**config.mk**
```make
export PLATFORM = sky130hd
export DESIGN_NAME = pixel_copy_engine
export DESIGN_NICKNAME = d
export VERILOG_FILES = /design/src/rtl/pixel_copy_engine_pkg.sv /design/src/rtl/pixel_copy_engine_raster_counter.sv /design/src/rtl/pixel_copy_engine.sv
export SDC_FILE = /design/constraint.sdc
export NUM_CORES = 1
export LEC_CHECK = 0
export ABC_AREA = 1
export CORE_ASPECT_RATIO = 0.6
export CORE_UTILIZATION = 29
export DETAILED_ROUTE_END_ITERATION = 12
export PLACE_DENSITY = 0.55
export RECOVER_POWER = 100
export SLEW_MARGIN = 20
export SYNTH_ARGS = -nofsm -noshare
export SYNTH_HDL_FRONTEND = slang
export SYNTH_HIERARCHICAL = 1
export SYNTH_SLANG_ARGS = --single-unit
```
**constraint.sdc**
```tcl
create_clock -name clock -period 4.57 [get_ports clock]
set_input_delay 0.914 -clock clock [delete_from_list [all_inputs] [get_ports clock]]
set_output_delay 0.914 -clock clock [all_outputs]
set_load 0.02 [all_outputs]
```
**src/rtl/pixel_copy_engine_pkg.sv**
```systemverilog
// Shared constants, encodings and address helper for the pixel copy engine.
// Screen geometry, tile size, colour key and source-memory select codes live here.
package pixel_copy_engine_pkg;

    localparam int SCREEN_W = 160;
    localparam int SCREEN_H = 120;
    localparam int TILE     = 10;
    localparam int ADDR_W   = 15;

    localparam logic [2:0] KEY_COLOUR = 3'b101;

    localparam logic [1:0] MEM_TITLE   = 2'd0;
    localparam logic [1:0] MEM_STAGE   = 2'd1;
    localparam logic [1:0] MEM_WIN     = 2'd2;
    localparam logic [1:0] MEM_SPRITES = 2'd3;

    typedef enum logic [1:0] {
        ST_IDLE,
        ST_RUN,
        ST_DRAIN,
        ST_DONE
    } state_t;

    typedef enum logic [1:0] {
        OP_FULL,
        OP_TILE,
        OP_PRINT
    } op_t;

    // y*160 + x built from constant shifts; 17-bit intermediate so nothing wraps early.
    function automatic logic [ADDR_W-1:0] pix_addr(input logic [8:0] x, input logic [7:0] y);
        logic [16:0] a;
        a = ({9'd0, y} << 7) + ({9'd0, y} << 5) + {8'd0, x};
        return a[ADDR_W-1:0];
    endfunction

endpackage

```
**src/rtl/pixel_copy_engine_raster_counter.sv**
```systemverilog
// Raster-order x/y counter with run-time width and height.
// x advances fastest; last flags the final (width-1, height-1) position.
module raster_counter (
    input  logic       clock,
    input  logic       reset,
    input  logic       clear_i,
    input  logic       en_i,
    input  logic [7:0] width_i,
    input  logic [6:0] height_i,
    output logic [7:0] x_o,
    output logic [6:0] y_o,
    output logic       last_o
);

    logic [7:0] x_q, x_d;
    logic [6:0] y_q, y_d;
    logic       x_end, y_end;

    assign x_end  = (x_q == width_i - 8'd1);
    assign y_end  = (y_q == height_i - 7'd1);
    assign last_o = x_end && y_end;
    assign x_o    = x_q;
    assign y_o    = y_q;

    always_comb begin
        x_d = x_q;
        y_d = y_q;
        if (clear_i) begin
            x_d = '0;
            y_d = '0;
        end else if (en_i) begin
            if (x_end) begin
                x_d = '0;
                y_d = y_end ? 7'd0 : y_q + 7'd1;
            end else begin
                x_d = x_q + 8'd1;
            end
        end
    end

    always_ff @(posedge clock or posedge reset) begin
        if (reset) begin
            x_q <= '0;
            y_q <= '0;
        end else begin
            x_q <= x_d;
            y_q <= y_d;
        end
    end

endmodule

```
**src/rtl/pixel_copy_engine.sv**
```systemverilog
// Copies full images or colour-keyed tiles into the frame buffer, or streams the
// frame buffer to the VGA adapter, one pixel per cycle with a 1-cycle read pipeline.
module pixel_copy_engine
    import pixel_copy_engine_pkg::*;
(
    input  logic              clock,
    input  logic              reset,
    input  logic              copy_enable,
    input  logic              print_screen,
    input  logic              full_frame,
    input  logic [1:0]        memory_select,
    input  logic [7:0]        src_x,
    input  logic [6:0]        src_y,
    input  logic [7:0]        dst_x,
    input  logic [6:0]        dst_y,
    output logic [1:0]        src_sel,
    output logic [ADDR_W-1:0] src_addr,
    input  logic [2:0]        src_data,
    output logic [ADDR_W-1:0] buf_addr,
    output logic [2:0]        buf_wdata,
    output logic              buf_we,
    input  logic [2:0]        buf_rdata,
    output logic [7:0]        vga_x,
    output logic [6:0]        vga_y,
    output logic [2:0]        vga_colour,
    output logic              vga_plot,
    output logic              finished,
    output logic              busy
);

    state_t            state_q;
    op_t               op_q;
    logic [1:0]        sel_q;
    logic [7:0]        sx_q, dx_q;
    logic [6:0]        sy_q, dy_q;
    logic              finished_q, busy_q;

    // Write-side pipeline stage, aligned with the data returning from the read.
    logic              wr_valid_q;
    logic [ADDR_W-1:0] wr_addr_q;
    logic              wr_clip_q;
    logic [7:0]        wr_x_q;
    logic [6:0]        wr_y_q;

    logic [7:0]        cnt_x;
    logic [6:0]        cnt_y;
    logic              cnt_last;
    logic [7:0]        width;
    logic [6:0]        height;
    logic              run;
    logic [8:0]        src_xs, dst_xs;
    logic [7:0]        src_ys, dst_ys;
    logic [ADDR_W-1:0] rd_src, rd_dst;
    logic              clip;
    logic              copy_write;
    logic              is_print;

    assign run      = (state_q == ST_RUN);
    assign is_print = (op_q == OP_PRINT);
    assign width    = (op_q == OP_TILE) ? 8'(TILE) : 8'(SCREEN_W);
    assign height   = (op_q == OP_TILE) ? 7'(TILE) : 7'(SCREEN_H);

    raster_counter u_raster (
        .clock    (clock),
        .reset    (reset),
        .clear_i  (state_q == ST_IDLE),
        .en_i     (run),
        .width_i  (width),
        .height_i (height),
        .x_o      (cnt_x),
        .y_o      (cnt_y),
        .last_o   (cnt_last)
    );

    // Widened sums: a tile hanging off the right/bottom edge must clip, not wrap.
    assign src_xs = {1'b0, sx_q} + {1'b0, cnt_x};
    assign src_ys = {1'b0, sy_q} + {1'b0, cnt_y};
    assign dst_xs = {1'b0, dx_q} + {1'b0, cnt_x};
    assign dst_ys = {1'b0, dy_q} + {1'b0, cnt_y};
    assign rd_src = pix_addr(src_xs, src_ys);
    assign rd_dst = pix_addr(dst_xs, dst_ys);
    assign clip   = (dst_xs >= 9'(SCREEN_W)) || (dst_ys >= 8'(SCREEN_H));

    assign copy_write = wr_valid_q && !is_print && !wr_clip_q &&
                        !((op_q == OP_TILE) && (src_data == KEY_COLOUR));

    assign src_sel    = sel_q;
    assign src_addr   = (run && !is_print) ? rd_src : '0;
    assign buf_we     = copy_write;
    assign buf_wdata  = copy_write ? src_data : 3'd0;
    assign buf_addr   = is_print ? (run ? rd_dst : '0) : (wr_valid_q ? wr_addr_q : '0);
    assign vga_plot   = wr_valid_q && is_print;
    assign vga_x      = vga_plot ? wr_x_q : 8'd0;
    assign vga_y      = vga_plot ? wr_y_q : 7'd0;
    assign vga_colour = vga_plot ? buf_rdata : 3'd0;
    assign finished   = finished_q;
    assign busy       = busy_q;

    always_ff @(posedge clock or posedge reset) begin
        if (reset) begin
            state_q    <= ST_IDLE;
            op_q       <= OP_FULL;
            sel_q      <= '0;
            sx_q       <= '0;
            sy_q       <= '0;
            dx_q       <= '0;
            dy_q       <= '0;
            finished_q <= 1'b0;
            busy_q     <= 1'b0;
            wr_valid_q <= 1'b0;
            wr_addr_q  <= '0;
            wr_clip_q  <= 1'b0;
            wr_x_q     <= '0;
            wr_y_q     <= '0;
        end else begin
            finished_q <= 1'b0;
            wr_valid_q <= run;
            wr_addr_q  <= rd_dst;
            wr_clip_q  <= clip;
            wr_x_q     <= dst_xs[7:0];
            wr_y_q     <= dst_ys[6:0];
            case (state_q)
                ST_IDLE: begin
                    if (copy_enable) begin
                        op_q    <= full_frame ? OP_FULL : OP_TILE;
                        sel_q   <= memory_select;
                        sx_q    <= full_frame ? 8'd0 : src_x;
                        sy_q    <= full_frame ? 7'd0 : src_y;
                        dx_q    <= full_frame ? 8'd0 : dst_x;
                        dy_q    <= full_frame ? 7'd0 : dst_y;
                        busy_q  <= 1'b1;
                        state_q <= ST_RUN;
                    end else if (print_screen) begin
                        op_q    <= OP_PRINT;
                        sel_q   <= memory_select;
                        sx_q    <= '0;
                        sy_q    <= '0;
                        dx_q    <= '0;
                        dy_q    <= '0;
                        busy_q  <= 1'b1;
                        state_q <= ST_RUN;
                    end
                end
                ST_RUN: begin
                    if (cnt_last) begin
                        state_q <= ST_DRAIN;
                    end
                end
                ST_DRAIN: begin
                    finished_q <= 1'b1;
                    state_q    <= ST_DONE;
                end
                ST_DONE: begin
                    busy_q  <= 1'b0;
                    state_q <= ST_IDLE;
                end
                default: state_q <= ST_IDLE;
            endcase
        end
    end

endmodule

```
==> results summary <==
The residual overflow from global routing is 0. Entering global routing, the biggest net connects 48 pins. The region available for standard cell placement spans 22000 um^2. The die extent in x is 195 um. The max-slew violation count came to 80. In this run the mean area of a mapped cell was 7.50 um^2. The static leakage is 4.55 nW.

The area of the mapped netlist came out at 6510 um^2. The via count of the first global-routing pass came out at 5690. Dividing the detail-routed wire length by the instance count gives 14.2 um. The remaining max-slew budget at the tightest pin came out at -52.2%.

The required time of the critical path came out at 3660 ps. The wire-length estimate of the detail-placed layout is 14.5 mm. The worst setup path is launched from a flip-flop.

Setup violations remaining at the end of the flow were counted as 0. The checks that failed: max-capacitance violations, max-slew violations. The cts-stage hold buffer count is 0. The number of failing hold endpoints at the final stage came out at 0.

Counting both buffers and inverters, the worst setup path holds a total of 4. The worst hold path belongs to the class reg2reg. The library cell used most frequently in the layout, excluding fill and tap cells, is nand2_1. Measured along the y axis, the die boundary spans 118 um. The post-layout worst setup margin is 125 ps.

The largest fanout of any net on the critical path is 6. The count of nets left with antenna violations after detail routing is 0. The maximum root-to-sink buffer count is 2.

The flip-flop and latch count after synthesis is 80. The number of flops mapped to enable cells by yosys is 0. Before antenna repair, the detailed router went through 4 iterations. The DRC violation count after routing came out at 0. The count of warnings emitted by yosys came out at 6. Setup repair after global routing could not meet its margin everywhere.

The final critical-path share of the clock period is 97.3%. The critical path is of the reg2out type. The worst-case hold slack is 485 ps.

The number of library cell types mapped by synthesis is 38. The weighted congestion reported at the end of routability-driven placement is 0.855. The clock-pin slew on the worst setup and hold paths is 60 ps.

The timing-limited maximum frequency came out at 0.225 GHz. The total clock buffers created by CTS came out at 9. The net count of the finished layout is 1170. The sequential area share after synthesis came out at 30.8%. TritonCTS built the clock tree. The area of the die came out at 23100 um^2. After the first detailed-routing iteration, the DRC count stood at 378. The share of async-settable or async-resettable flops after synthesis came out at 100%. Once the floorplan was initialized, standard cells occupied 29.6% of the core. Among cell families on the critical path, the largest total delay comes from adder cells.

The fraction of layout instances using a drive strength above 1 is 14.4%. Synthesis produced 868 cells. The number of antenna violations at the first check in global routing came out at 0.

The number of max-cap violations came out at 2. The signal on the critical path passes through buf_4 -> ha_1 -> fa_2 -> xor2_1 -> buf_4 -> fa_1 -> fa_2 -> buf_4 -> xor2_1 -> a22o_1 -> dlygate4sd2_1. Port buffering added 99 buffers. The area added between synthesis and finish came out at 36.0%. The slowest library cell on the worst path is fa_1. The number of vias per cell after detailed routing came out at 4.54.

For this design the top-level I/O count stands at 100. The first-pass GRT wire length is 30.8 mm. The highest cell delay on the worst timing path came out at 520 ps. The antenna diode instance count came out at 0.

The row count came out at 42. The worst slack at placement is -185 ps. CTS saw 80 sinks. The sum of negative setup slack is 0 ps. Among all flip-flop cells after synthesis, the most frequent one is dfrtp_1.

The cell chosen for the clock root is clkbuf_16. After the flow finishes, the layout carries non-filler instances totaling 1328. The arrival time reported for the critical path endpoint came out at 3530 ps. The top cell types in the final layout, fill and taps aside, are nand2_1, inv_1, nor2_1. The total routing usage reported by global routing came out at 17.1%.

The total vias in the final route is 6026. The final setup skew came out at 8.43 ps. For this design the ratio of total power to cell area is 595 nW/um^2. The clock period could shrink to 4450 ps. The clock insertion delay at the later pin of the skew report is 340 ps. The final layout contains routed wiring with a total length of 18.9 mm. Once placement completed, the tool counted placed cells totaling 1310. The cell that appears most often on the critical path is buf_4. The peak supply drop is 200 uV. The deepest level of the CTS H-tree is 3. The flow ran to the end, but the final reports show violations. For the pin with the worst max-slew slack, the measured transition is 2270 ps. The kind of end point of the critical path is an output pin.
## path summary, 6_finish.rpt
check / start / to / slack, ps / cells after the start
max: u_raster/y_o[0] / buf_addr[8] / 120 / 11
min: src_sel[1] / src_sel[1] / 490 / 2
max reg2reg: op_q[1] / u_raster/y_o[6] / 1370 / 15
min reg2reg: src_sel[1] / src_sel[1] / 490 / 2
max in group asynchronous: reset / dx_q[2] / 1190 / 3
min in group asynchronous: reset / u_raster/x_o[6] / 1180 / 2
## Yosys cell counts (3+ instances only)
cell type,number,area (um^2)
a21o_1,3,22.5
xnor2_1,15,131
nand4_1,9,56.3
nand3_1,64,320
xor2_1,18,158
dfrtp_1,80,2000
nor2_1,90,338
buf_2,5,25.0
ha_1,78,976
and2_1,3,18.8
a32o_1,26,260
fa_1,11,220
a22o_1,4,35.0
nand2_1,206,773
o22ai_1,4,25.0
a21oi_1,38,190
nand3b_1,5,37.5
o21ai_0,22,110
inv_2,5,18.8
clkbuf_1,8,30.0
inv_1,142,533
o21bai_1,4,30.0
nor2_2,7,43.8
## layout make-up
cell class	count	area, um^2
clock buffer	10	239
multi-input combinational	647	4310
tap	286	358
fill	2232	13200
sequential	80	2000
clock inverter	5	57.6
inverter	147	553
timing repair buffer	153	1330
## where the power goes
part | internal [mW] | switching [mW] | leakage (nW)
sequential | 0.950 | 0.119 | 1.05
combinational | 1.50 | 1.97 | 3.36
clock | 0.435 | 0.294 | 0.148
total | 2.89 | 2.38 | 4.55
## state kept, by name (all words and copies together), names as in the netlist
signal / cells
src_sel: 2
state_q: 2
wr_clip_q: 1
dy_q: 7
wr_y_q: 7
dx_q: 8
op_q: 2
finished: 1
u_raster/x_o: 8
wr_addr_q: 10
wr_valid_q: 1
busy: 1
wr_x_q: 8
sx_q: 8
sy_q: 7
u_raster/y_o: 7
## cell families after synthesis
family | after synthesis | synth area share (%)
xor+xnor | 33 | 4.44
flops | 80 | 30.8
buf+inv | 161 | 9.50
compound gates | 106 | 10.9
fa+ha+maj | 89 | 18.4
other cells | 2 | 0.115
simple gates | 397 | 25.9
## metrics by stage
step                cell area (um^2)  power, mW  util, %
floorplan                       6580       2.98        -
global route                    8850       5.72     40.2
CTS                             8620       4.99     39.2
detailed placement              8250       4.12     37.5
global placement                8250       4.12     37.5
finish                          8850       5.27     40.2
## tightest hold or removal path, delay by kind of cell (launching register included)
| family | cells | cell delay, ps |
|---|---|---|
| and+or+nand+nor | 2 | 110 |
| DFF | 1 | 340 |
## metal layers
metal	up-vias	track usage (%)	wire [um]
met4	0	3.15	130
met5	-	0	0
met3	10	3.81	962
li1	3123	-	-
met1	2755	26.8	10500
met2	138	23.4	7260
## what timing repair did
action	4_1_cts	5_1_grt
resized for setup	53	70
buffers inserted	0	3
gates cloned	0	0
pin swaps	2	17
endpoints found under the setup margin	16	17
No activity file was read; power rests on OpenSTA's default activity.
